===== src/rtl/fetch_pkg.sv =====
// rtl/fetch_pkg.sv - shared types and defaults for the fetch stage
package fetch_pkg;

   localparam int          DEFAULT_PC_WIDTH  = 32;
   localparam int          DEFAULT_IMEM_AW   = 12;
   localparam int          DEFAULT_CNT_WIDTH = 16;
   localparam logic [31:0] DEFAULT_RESET_PC  = 32'h0000_0000;

   typedef enum logic [1:0] {
      S_BOOT = 2'd0,
      S_RUN  = 2'd1,
      S_HALT = 2'd2
   } fetch_state_e;

endpackage


===== src/rtl/adder32.sv =====
// rtl/adder32.sv - 32-bit ripple adder with carry-in, carry-out and signed overflow
module adder32 (
   input  logic [31:0] a,
   input  logic [31:0] b,
   input  logic        cin,
   output logic [31:0] sum,
   output logic        cout,
   output logic        overflow
);

   logic [32:0] full_sum;

   assign full_sum = {1'b0, a} + {1'b0, b} + {32'd0, cin};
   assign sum      = full_sum[31:0];
   assign cout     = full_sum[32];
   assign overflow = (a[31] == b[31]) && (full_sum[31] != a[31]);

endmodule


===== src/rtl/sat_counter.sv =====
// rtl/sat_counter.sv - up-counter that sticks at all-ones instead of wrapping
module sat_counter #(
   parameter int WIDTH = 16
) (
   input  logic             clock,
   input  logic             reset_n,
   input  logic             inc,
   output logic [WIDTH-1:0] count
);

   always_ff @(posedge clock or negedge reset_n) begin
      if (!reset_n) begin
         count <= '0;
      end else if (inc && (count != '1)) begin
         count <= count + WIDTH'(1);
      end
   end

endmodule


===== src/rtl/fetch_controller.sv =====
// rtl/fetch_controller.sv - fetch sequencer: PC, imem address, F/D qualification, perf counters
module fetch_controller
   import fetch_pkg::*;
#(
   parameter int                   PC_WIDTH  = DEFAULT_PC_WIDTH,
   parameter int                   IMEM_AW   = DEFAULT_IMEM_AW,
   parameter logic [PC_WIDTH-1:0]  RESET_PC  = PC_WIDTH'(DEFAULT_RESET_PC),
   parameter int                   CNT_WIDTH = DEFAULT_CNT_WIDTH
) (
   input  logic                 clock,
   input  logic                 reset_n,
   input  logic                 stall_in,
   input  logic                 redirect,
   input  logic [PC_WIDTH-1:0]  redirect_pc,
   input  logic                 halt,
   output logic [IMEM_AW-1:0]   address_imem,
   output logic [4:0]           pc_upper_5,
   output logic [PC_WIDTH-1:0]  fd_pc,
   output logic                 fd_valid,
   output logic                 fd_we,
   output logic [CNT_WIDTH-1:0] fetch_count,
   output logic [CNT_WIDTH-1:0] bubble_count
);

   fetch_state_e        state_q;
   logic [PC_WIDTH-1:0] pc_q;
   logic [PC_WIDTH-1:0] pc_prev_q;
   logic                issued_q;
   logic [PC_WIDTH-1:0] pc_inc;
   logic                unused_cout;
   logic                unused_ovf;

   adder32 u_pc_adder (
      .a        (pc_q),
      .b        (32'd0),
      .cin      (1'b1),
      .sum      (pc_inc),
      .cout     (unused_cout),
      .overflow (unused_ovf)
   );

   // Priority: redirect > halt > stall > advance. Halt is sticky until reset.
   always_ff @(posedge clock or negedge reset_n) begin
      if (!reset_n) begin
         state_q   <= S_BOOT;
         pc_q      <= RESET_PC;
         pc_prev_q <= RESET_PC;
         issued_q  <= 1'b0;
      end else if (state_q != S_HALT) begin
         if (redirect) begin
            pc_q     <= redirect_pc;
            issued_q <= 1'b0;
            state_q  <= S_RUN;
         end else if (halt) begin
            state_q <= S_HALT;
         end else if (!stall_in) begin
            pc_prev_q <= pc_q;
            pc_q      <= pc_inc;
            issued_q  <= 1'b1;
            state_q   <= S_RUN;
         end
      end
   end

   // During a stall the imem re-reads the word already tagged by fd_pc.
   assign address_imem = stall_in ? pc_prev_q[IMEM_AW-1:0] : pc_q[IMEM_AW-1:0];
   assign pc_upper_5   = pc_q[PC_WIDTH-1 -: 5];
   assign fd_pc        = pc_prev_q;
   assign fd_valid     = issued_q & ~redirect & (state_q == S_RUN);
   assign fd_we        = ~stall_in | redirect | (state_q == S_HALT);

   sat_counter #(.WIDTH(CNT_WIDTH)) u_fetch_cnt (
      .clock   (clock),
      .reset_n (reset_n),
      .inc     (fd_we & fd_valid),
      .count   (fetch_count)
   );

   sat_counter #(.WIDTH(CNT_WIDTH)) u_bubble_cnt (
      .clock   (clock),
      .reset_n (reset_n),
      .inc     (fd_we & ~fd_valid),
      .count   (bubble_count)
   );

endmodule


===== config.mk =====
export PLATFORM = sky130hd
export DESIGN_NAME = fetch_controller
export DESIGN_NICKNAME = d
export VERILOG_FILES = /design/src/rtl/fetch_pkg.sv /design/src/rtl/adder32.sv /design/src/rtl/sat_counter.sv /design/src/rtl/fetch_controller.sv
export SDC_FILE = /design/constraint.sdc
export NUM_CORES = 1
export LEC_CHECK = 0
export BUFFER_PORTS_ARGS = -buffer_cell sky130_fd_sc_hd__buf_4
export CAP_MARGIN = 30
export CORE_MARGIN = 8
export CORE_UTILIZATION = 43
export CTS_CLUSTER_DIAMETER = 100
export DETAILED_ROUTE_END_ITERATION = 10
export PLACE_DENSITY = 0.66
export SLEW_MARGIN = 40
export SYNTH_ARGS = -nofsm -noshare
export SYNTH_HDL_FRONTEND = slang
export SYNTH_SLANG_ARGS = --single-unit

===== constraint.sdc =====
create_clock -name clock -period 2.28 [get_ports clock]
set_input_delay 0.114 -clock clock [delete_from_list [all_inputs] [get_ports clock]]
set_output_delay 0.114 -clock clock [all_outputs]
set_load 0.02 [all_outputs]

Word-level counts from Yosys, hierarchy flattened --
Index checks and enable logic that the tools add are counted.
Word-level totals: bits in registers 99, output and inout port bits 83, bits of input ports 37
Cells by class: mux-type cells 10, bitwise logic cells 10, equal/unequal tests 8, reductions and logical operators 5, $add $sub $neg 3
Operators with widths (count):
- two-way mux 32 bit | 3
- adder 16 x 1 -> 16 bit (second input constant) | 2
- adder 32 x 1 -> 32 bit (second input constant) | 1
- != test 16 bit (second input constant) | 2
- two-way mux 12 bit | 1
- two-way mux 2 bit | 3
- AND 1 bit | 4
- != test 2 bit (second input constant) | 2
- NOT 1 bit | 4
- AND reduction 4 bit | 1
- two-way mux 1 bit | 3
- != test 3 x 1 -> 1 bit (second input constant) | 1
- AND reduction 3 bit | 1
- == test 2 x 1 -> 1 bit (second input constant) | 1
- == test 2 bit (second input constant) | 1
- logical AND 1 bit | 2
- != test 2 x 1 -> 1 bit (second input constant) | 1
- OR 1 bit | 2
- AND reduction 2 bit | 1

Longest topological paths before layout --
Gate-level depths: netlist of the first run.
word-level depth 6, mapped depth 6, mapped depth without buffers 5

Hierarchy --
Synthesis of the first run repeated with hierarchy kept, for this count alone.
Unflattened totals: cells, all modules 596, area total of the unflattened synthesis 6611.3 sq um
By module, submodules not included:
- fetch_controller | area each 3124.2 sq um, seq. area each 1676.6 sq um, instances 1, cells an instance 211
- adder32 | area each 1767.9 sq um, seq. area each 0.0 sq um, instances 1, cells an instance 241
- sat_counter | area each 859.6 sq um, seq. area each 400.4 sq um, instances 2, cells an instance 72

Worst setup path after synthesis of the first run --
No wires, ideal clock.
path kind register to register, start register state_q[0], end register u_bubble_cnt.count[12], stages on the path, launching flop included 7, required time 2.155 ns, buffers on the path 2, arrival time 1.788 ns, setup slack 0.367 ns, period minus slack after synthesis 1.913 ns, path through dfrtp_1 > nand2b_1 > clkbuf_1 > a31o_2 > clkbuf_1 > nor4_1 > mux2_2
Between the ends: cells in the longest elaborated chain, start to end 5, elaborated cells on any way between the ends 7, classes of those cells eq/ne (2); bitwise (4); reduce/logical (1)
RTL lines:
- start, declared | line fetch_controller.sv:25 | fetch_state_e state_q;
- start signal, assigned | line fetch_controller.sv:45 | state_q <= S_BOOT;
- start signal, assigned | line fetch_controller.sv:53 | state_q <= S_RUN;
- start signal, assigned | line fetch_controller.sv:55 | state_q <= S_HALT;
- == test 2 x 1 -> 1 bit | line fetch_controller.sv:69 | assign fd_valid = issued_q & ~redirect & (state_q == S_RUN);
- AND 1 bit | line fetch_controller.sv:69
- NOT 1 bit | line fetch_controller.sv:82 | .inc (fd_we & ~fd_valid),
- AND 1 bit * | line fetch_controller.sv:82
- logical AND 1 bit * | line sat_counter.sv:14 | end else if (inc && (count != '1)) begin
- end signal, assigned | line sat_counter.sv:15 | count <= count + WIDTH'(1);
- end, declared | line sat_counter.sv:8 | output logic [WIDTH-1:0] count
Every way passes the cells marked *; elsewhere a longest branch is shown, timed or not. A chain may end at the register's enable or synchronous reset.

Worst setup path after layout of the first run --
start register pc_q[0], end register pc_q[30]
Between the ends: cells in the longest elaborated chain, start to end 4
RTL lines:
- start, declared | line fetch_controller.sv:26 | logic [PC_WIDTH-1:0] pc_q;
- start signal, assigned | line fetch_controller.sv:51 | pc_q <= redirect_pc;
- start signal, assigned | line fetch_controller.sv:58 | pc_q <= pc_inc;
- adder 32 x 1 -> 32 bit | line adder32.sv:13 | assign full_sum = {1'b0, a} + {1'b0, b} + {32'd0, cin};
- two-way mux 32 bit | line fetch_controller.sv:56 | end else if (!stall_in) begin
- two-way mux 32 bit | line fetch_controller.sv:54 | end else if (halt) begin
- two-way mux 32 bit | line fetch_controller.sv:50 | if (redirect) begin
No other way between the ends. The select of a mux whose other input is x is not followed.

==> results.yml, run 1 <==
cts:
  postCtsSetupRepairBufs: 0
  cts_sinks: 99
  cts_buffers: 9
  cts_buffer_depth: 2
  ctsHoldBuffers: 9
  root_buffer: "clkbuf_16"
  path_clk_slew_ns: 0.07
  cts-resized-gates: 0
  cts_tree: "yes"
  htreeDepth: 3
  worstSkewPairLatency_ns: 0.35
synth:
  synth.top_cell.area_share_pct: 45.7
  syn_nets: 561
  yosys-top-cells-count: "dfrtp_1 (99), mux2_2 (42), nor3_1 (33), nand4_1 (26), o21ai_0 (24)"
  synthTopCellsByArea: "dfrtp_1 (46%), mux2_2 (8.7%), xnor2_1 (3.1%)"
  yosysMostFrequentCell: "dfrtp_1"
  syn_inst: 521
  ys.flop_type: "dfrtp_1"
  syn_area_sq_um: 5420
  synth-seq-cells: 99
  synth_edf_count: 0
  synth_cell_types: 68
  synth.largest_area_cell: "dfrtp_1"
  async_reset_ff_share_pct: 100
  ys_seq_area_share_pct: 45.7
  yosysWarnings: 0
  syn_area_per_cell_sq_um: 10.4
power_and_ir_drop:
  seq_power_share_pct: 39.9
  comb_power_share_pct: 37.5
  p_int_mw: 4.34
  p_sw_share_pct: 37.3
  peakVddDrop_mv: 0.615
  p_leak_nw: 2.99
  p_per_area_nw_per_um2: 1000
  p_total_mw: 6.92
  netSwitchingPower_mw: 2.58
  pwr-share-clk_pct: 22.6
placement:
  dp_hpwl_um: 11200
  portBuffers: 119
  place.gp.congestion: 0.859
  dp_slack_ns: 0.270
  dp_cells: 800
  placed_area_sq_um: 6540
routing:
  dr.pass1.iters: 5
  drtIter0Drc: 326
  wire_per_inst_um: 18.7
  avgViaCountPerCell: 5.72
  vias: 4712
  ant_nets: 0
  routed_wl_um: 15400
  drc_errors: 0
worst_setup_path:
  startpoint_type: "flop"
  cp_slowest_cell: "dfrtp_1"
  crit_fanout: 9
  cp_top_family: "compound AO/OA/AOI/OAI gates"
  setup.worst_path.class: "reg2reg"
  critPathLaunch: "pc_q[0]"
  cp.arrival_ns: 2.27
  crit_path_cell_trace: "ha_1, nand3_2, or2_0, o41a_1, a211oi_1"
  crit_buf_inv: 0
  cpPeakStageDelay_ns: 0.49
  crit_path_end_kind: "flop"
  timing.rr.start: "pc_q[0]"
  cp.required_ns: 2.54
grt:
  grt_pass1_wl_um: 25400
  track_usage_pct: 19.4
  first_global_vias: 4790
  grt_max_degree: 50
  grt-ovfl-total: 0
  antenna_found_initial: 0
flow_run:
  maxCapViolations: 0
min_path:
  hp-class: "in2reg"
  worstHoldStart: "redirect_pc[15]"
sta:
  setup_viol: 0
  hold_viol_final: 0
  maxSlewHeadroom_pct: 55.3
  finalMaxSlewViolations: 0
  tns_ns: 0
  finClkSkew_ns: 0.00647
  max_freq_mhz: 498
  setup_ws_ns: 0.271
  fin_crit_ns: 2.01
  fin_crit_sh_pct: 88.1
  grt_setup_unrepaired: "false"
  worstMarginPinSlew_ns: 0.671
cells_and_area:
  stdcell_count: 824
  postLayoutCellArea_sq_um: 6920
  fin_nets: 688
  drive_above_1_share_pct: 33.4
  synthToLayoutAreaGrowth_pct: 27.8
  diodes: 0
floorplan:
  die_area_sq_um: 16400
  core_region_area_sq_um: 12500
  ios: 120
  fp-row-count: 41
  die_w_um: 128
  die_h_um: 128
  start_util_pct: 43.5
outcome:
  status: "finished clean"
final cells by class:
class | count | area [sq um]
Multi-Input combinational cell | 366 | 2660
Clock buffer | 13 | 260
Fill cell | 1115 | 5540
Sequential cell | 99 | 2480
Inverter | 17 | 63.8
Tap cell | 172 | 215
Timing Repair Buffer | 155 | 1210
Clock inverter | 2 | 35.0
state kept, by name, summed over array words and instances, names as in the netlist:
register	cells
pc_q	32
fd_pc	32
state_q	2
u_bubble_cnt.count	16
u_fetch_cnt.count	16
issued_q	1
cells by family after synthesis:
kind of cell | synth area share [%]
AOI/OAI and AO/OA | 12.0
and+or+nand+nor | 20.2
buffers and inverters | 5.22
muxes | 11.9
adders and majority gates | 0.693
xor gates and xnor gates | 4.20
DFF | 45.7
metal layers:
layer / vias up / share of wire, % / GRT usage, % / wire length (um)
met4: 0 / 2.1 / 7.76 / 322
li1: 2222 / - / - / -
met1: 2326 / 46 / 25.6 / 7020
met3: 22 / 5.1 / 4.03 / 786
met5: - / 0 / 0 / 0
met2: 142 / 47 / 30.4 / 7280
layout by cell type (no fill, tap or decap), types with 3 or more instances in the layout:
cell | synthesis | layout
dfrtp_1 | 99 | 99
o221ai_1 | 4 | 4
dlygate4sd3_1 | 0 | 9
nand2b_1 | 4 | 4
and2_1 | 5 | 5
mux2_2 | 42 | 42
a21oi_1 | 10 | 10
clkbuf_16 | 0 | 9
or3_1 | 4 | 4
xnor2_1 | 19 | 19
a22oi_1 | 12 | 12
o211ai_1 | 4 | 4
nor2_1 | 15 | 15
and3_1 | 14 | 14
nand2_1 | 21 | 21
nand3_1 | 13 | 13
ha_1 | 3 | 3
o21ai_0 | 24 | 23
or2_2 | 3 | 3
o22ai_1 | 11 | 11
inv_1 | 16 | 16
xor2_1 | 7 | 7
nand4_1 | 26 | 26
o2111ai_1 | 7 | 7
a211oi_1 | 8 | 8
nor4_1 | 14 | 14
nor3_1 | 33 | 32
and4_1 | 10 | 10
mux2i_1 | 15 | 15
buf_4 | 7 | 144
through the flow:
step / util, % / hold slack (ns)
after floorplan: - / -0.182
after global placement: 52.5 / 0.183
after detailed placement: 52.5 / 0.193
after CTS: 55.5 / 0.00333
after global routing: 55.5 / 0.0234
final: 55.5 / 0.0183
path summary, 6_finish.rpt:
kind | end | slack (ns) | cells past startpoint
max | pc_q[30] | 0.27 | 5
min | pc_q[15] | 0.02 | 3
max reg2reg | pc_q[30] | 0.27 | 5
min reg2reg | u_fetch_cnt.count[6] | 0.49 | 1
max in group asynchronous | fd_pc[21] | 1.29 | 3
min in group asynchronous | u_fetch_cnt.count[10] | 0.34 | 2
worst register-to-register path: stages, from the launching register on:
cell,delay (ns)
dfrtp_1,0.49
ha_1,0.24
nand3_2,0.20
or2_0,0.35
o41a_1,0.42
a211oi_1,0.22
power by group through the flow:
stage / sequential, mW / combinational, mW / clock (mW)
2_1_floorplan: 3.05 / 1.20 / 0
3_3_place_gp: 2.76 / 2.57 / 0
3_5_place_dp: 2.79 / 2.61 / 0
4_1_cts: 2.76 / 2.63 / 1.60
5_1_grt: 2.85 / 2.81 / 1.66
6_report: 2.76 / 2.60 / 1.56
Power figures use the tool's default switching activity.
==> run 2: changes to the inputs <==
--- a/config.mk
+++ b/config.mk
@@ -12,6 +12,7 @@
 export CTS_CLUSTER_DIAMETER = 100
 export DETAILED_ROUTE_END_ITERATION = 10
 export PLACE_DENSITY = 0.66
+export RECOVER_POWER = 25
 export SLEW_MARGIN = 40
 export SYNTH_ARGS = -nofsm -noshare
 export SYNTH_HDL_FRONTEND = slang
==> results.yml, run 2 (synthesis gave the netlist of run 1 again) <==
outcome:
  status: "finished clean"
cts:
  path_clk_slew_ns: 0.07
  worstSkewPairLatency_ns: 0.35
  postCtsSetupRepairBufs: 0
  ctsHoldBuffers: 9
  cts_buffers: 9
  cts_sinks: 99
  root_buffer: "clkbuf_16"
  cts_buffer_depth: 2
  cts_tree: "yes"
  htreeDepth: 3
  cts-resized-gates: 0
floorplan:
  core_region_area_sq_um: 12500
  die_area_sq_um: 16400
  ios: 120
  fp-row-count: 41
  die_h_um: 128
  start_util_pct: 43.5
  die_w_um: 128
power_and_ir_drop:
  peakVddDrop_mv: 0.589
  p_per_area_nw_per_um2: 992
  p_leak_nw: 2.91
  p_total_mw: 6.78
grt:
  first_global_vias: 4790
  grt-ovfl-total: 0
  antenna_found_initial: 0
  grt_max_degree: 50
  track_usage_pct: 19.4
  grt_pass1_wl_um: 25400
cells_and_area:
  final_util_pct: 54.8
  diodes: 0
  final_cell_mix: "buf_4 (120), dfrtp_1 (99), mux2_2 (42), nor3_1 (32), nand4_1 (26)"
  final_common_cell: "buf_4"
  fin_nets: 688
  postLayoutCellArea_sq_um: 6840
  drive_above_1_share_pct: 29.9
  stdcell_count: 824
  fillerInstances: 1137
  synthToLayoutAreaGrowth_pct: 26.2
routing:
  dr.pass1.iters: 7
  routed_wl_um: 15400
  avgViaCountPerCell: 5.74
  wire_per_inst_um: 18.7
  drc_errors: 0
  ant_nets: 0
  drtIter0Drc: 339
  vias: 4730
min_path:
  hp-class: "in2reg"
  hold_end: "pc_q[6]"
  whs_path_depth: 3
  worstHoldStart: "redirect_pc[6]"
sta:
  max_freq_mhz: 498
  tns_ns: 0
  finalMaxSlewViolations: 0
  setup_ws_ns: 0.271
  setup_viol: 0
  finClkSkew_ns: 0.00571
  fin_crit_sh_pct: 88.1
  fin_crit_ns: 2.01
  grt_setup_unrepaired: "false"
  hold_viol_final: 0
  whs_ns: 0.0164
  worstMarginPinSlew_ns: 1.30
  maxSlewHeadroom_pct: 13.4
worst_setup_path:
  cpPeakStageDelay_ns: 0.49
  crit_path_cell_trace: "ha_1, nand3_2, or2_0, o41a_1, a211oi_1"
  cp_top_family: "compound AO/OA/AOI/OAI gates"
  cp.arrival_ns: 2.26
  rr_worst_depth: 5
  timing.rr.start: "pc_q[0]"
  cp_slowest_cell: "dfrtp_1"
  crit_path_end_kind: "flop"
  crit_fanout: 9
  cp.required_ns: 2.54
  setup.worst_path.class: "reg2reg"
  crit_buf_inv: 0
  startpoint_type: "flop"
  r2r_end: "pc_q[30]"
  reg2reg_setup_slack_ns: 0.27
placement:
  placed_area_sq_um: 6540
  dp_cells: 800
  portBuffers: 119
  dp_hpwl_um: 11200
  dp_slack_ns: 0.270
  place.gp.congestion: 0.859
flow_run:
  maxCapViolations: 0
==> run 2: cell count changes in the layout (fill, tap and decap cells not counted), sizes merged <==
cell,change
buf,-24
clkbuf,+24
==> run 2: worst max path at each step <==
stage,from,endpoint,slack [ns],depth (start not counted)
final,pc_q[0],pc_q[30],0.27,5
after global routing,pc_q[0],pc_q[30],0.07,5
after CTS,pc_q[0],pc_q[30],0.25,5
after detailed placement,pc_q[0],pc_q[30],0.27,5
after global placement,pc_q[0],pc_q[30],0.34,5
after floorplan,state_q[0],u_bubble_cnt.count[12],0.37,6
==> run 2: area by class of cell <==
type                       count  area (sq um)  area share [%]
clock inverter                 2          35.0           0.513
timing repair buffer         155          1120            16.4
multi-input combinational    366          2660            38.9
sequential                    99          2480            36.2
clock buffer                  13           260            3.81
tap                          172           215            3.15
inverter                      17          63.8           0.934
==> run 2: worst min-delay path, stage by stage <==
cell and delay (ns):
buf_4 0.08, a22oi_1 0.05, o21ai_0 0.08
==> run 2: power by group <==
| group | switching (mW) | internal [mW] |
|---|---|---|
| sequential | 0.527 | 2.23 |
| clock | 0.656 | 0.905 |
| combinational | 1.39 | 1.07 |
==> run 2: metal layers <==
layer	vias to the layer above	part of all wire [%]	track usage, %	routed length (um)
li1	2219	-	-	-
met1	2336	46	25.6	7030
met2	152	47	30.4	7260
met3	23	5.5	4.03	845
met4	0	1.9	7.76	301
met5	-	0	0	0
==> run 3: changes to the inputs <==
--- a/config.mk
+++ b/config.mk
@@ -11,9 +11,10 @@
 export CORE_UTILIZATION = 43
 export CTS_CLUSTER_DIAMETER = 100
 export DETAILED_ROUTE_END_ITERATION = 10
-export PLACE_DENSITY = 0.66
 export RECOVER_POWER = 25
 export SLEW_MARGIN = 40
 export SYNTH_ARGS = -nofsm -noshare
 export SYNTH_HDL_FRONTEND = slang
+export SYNTH_HIERARCHICAL = 1
 export SYNTH_SLANG_ARGS = --single-unit
+export TNS_END_PERCENT = 5
==> results.yml, run 3 <==
worst_setup_path:
  reg2reg_setup_slack_ns: -0.82
  setup.worst_path.class: "reg2reg"
  startpoint_type: "flop"
  crit_fanout: 3
  crit_path_cell_trace: "fa_2, fa_2, a21o_1, a221oi_2, or3_4, a21oi_2, nand3b_4, a311oi_4, nor3_2, mux2_2, mux2_2"
  cp.required_ns: 2.52
  cp_slowest_cell: "dfrtp_1"
  cpPeakStageDelay_ns: 0.40
  crit_path_end_kind: "flop"
  cp.arrival_ns: 3.34
cells_and_area:
  synthToLayoutAreaGrowth_pct: 32.5
  stdcell_count: 1001
  fin_nets: 880
  diodes: 0
  final_cell_mix: "buf_4 (183), mux2_2 (106), dfrtp_1 (99), conb_1 (34), nand2_1 (33)"
  final_common_cell: "buf_4"
  drive_above_1_share_pct: 44.9
synth:
  syn_area_sq_um: 6570
  yosysWarnings: 6
  syn_inst: 589
  syn_area_per_cell_sq_um: 11.1
cts:
  cts_tree: "yes"
  worstSkewPairLatency_ns: 0.36
  cts_buffers: 9
  htreeDepth: 3
  cts_buffer_depth: 2
  root_buffer: "clkbuf_16"
  path_clk_slew_ns: 0.08
  cts_sinks: 99
floorplan:
  die_h_um: 140
  fp-row-count: 45
  start_util_pct: 43.5
  die_w_um: 140
  core_region_area_sq_um: 15100
  die_area_sq_um: 19500
  ios: 120
outcome:
  violations: "setup timing"
  status: "complete, but fails checks"
sta:
  hold_viol_final: 0
  grt_setup_unrepaired: "true"
  max_freq_mhz: 323
  maxSlewHeadroom_pct: 6.63
  fin_crit_ns: 3.10
  fin_crit_sh_pct: 136
  finClkSkew_ns: 0.00928
  finalMaxSlewViolations: 0
  setup_viol: 27
  worstMarginPinSlew_ns: 1.40
  setup_ws_ns: -0.818
routing:
  vias: 5333
  ant_nets: 0
  drtIter0Drc: 247
  dr.pass1.iters: 4
  wire_per_inst_um: 16.6
  drc_errors: 0
  avgViaCountPerCell: 5.33
  routed_wl_um: 16600
grt:
  track_usage_pct: 17.1
  grt_pass1_wl_um: 27400
  grt_max_degree: 53
  first_global_vias: 5495
  antenna_found_initial: 0
  grt-ovfl-total: 0
placement:
  dp_cells: 977
  place.gp.congestion: 0.861
  dp_hpwl_um: 12500
  portBuffers: 119
flow_run:
  maxCapViolations: 0
min_path:
  hp-class: "in2reg"
power_and_ir_drop:
  p_total_mw: 3.64
  peakVddDrop_mv: 0.296
  p_leak_nw: 4.38
  p_per_area_nw_per_um2: 419
==> run 3: per-layer routing <==
| metal | routed length [um] | GRT usage, % |
|---|---|---|
| met4 | 244 | 5.89 |
| met3 | 748 | 3.63 |
| met2 | 8050 | 28.9 |
| met1 | 7530 | 21.3 |
| met5 | 0 | 0 |
==> run 3: what timing repair did <==
item / CTS / global route
hold buffers: 1 / 0
pin swaps: 16 / 7
setup buffers: 4 / 3
hold endpoints to repair: 49 / 0
setup endpoints to repair: 27 / 28
resized for setup: 15 / 5
==> run 3: final cells by class <==
cell class	instances	area (sq um)
multi-input combinational	490	4180
sequential	99	2480
inverter	8	30.0
fill	1339	6390
tap	188	235
clock inverter	7	70.1
timing repair buffer	200	1480
clock buffer	9	225
==> run 3: report_power, final <==
part | switching (mW) | internal (mW) | total, mW
Sequential | 0.000351 | 1.76 | 1.76
Clock | 0.744 | 0.769 | 1.51
Combinational | 0.189 | 0.186 | 0.375
==> run 3: path summary, 6_finish.rpt <==
| kind | to | startpoint | cells past startpoint |
|---|---|---|---|
| min in group asynchronous | pc_q[11] | reset_n | 2 |
| min reg2reg | issued_q | issued_q | 1 |
| max in group asynchronous | u_fetch_cnt/count[10] | reset_n | 3 |
| min | state_q[1] | halt | 3 |
| max reg2reg | pc_q[26] | pc_q[0] | 11 |
| max | pc_q[26] | pc_q[0] | 11 |
==> run 3: worst max-delay path, delay by kind of cell (launching register included) <==
family	cells	cell delay, ns
flip-flops	1	0.40
adder cells (fa/ha/maj)	2	0.72
multiplexers	2	0.51
AO/OA/AOI/OAI	4	0.89
AND/OR/NAND/NOR	3	0.47
==> run 3: metrics by stage <==
step	TNS [ns]	cell area (sq um)	setup slack (ns)	utilization (%)	hold slack [ns]
after floorplan	-3.23	6740	-0.304	-	-0.182
after global placement	-13.10	8300	-0.772	55.0	0.213
after detailed placement	-14.45	8300	-0.823	55.0	0.230
after CTS	-13.37	8700	-0.734	57.6	0.0545
after global routing	-16.82	8700	-0.929	57.6	0.0905
final	-13.92	8700	-0.818	57.6	0.0656
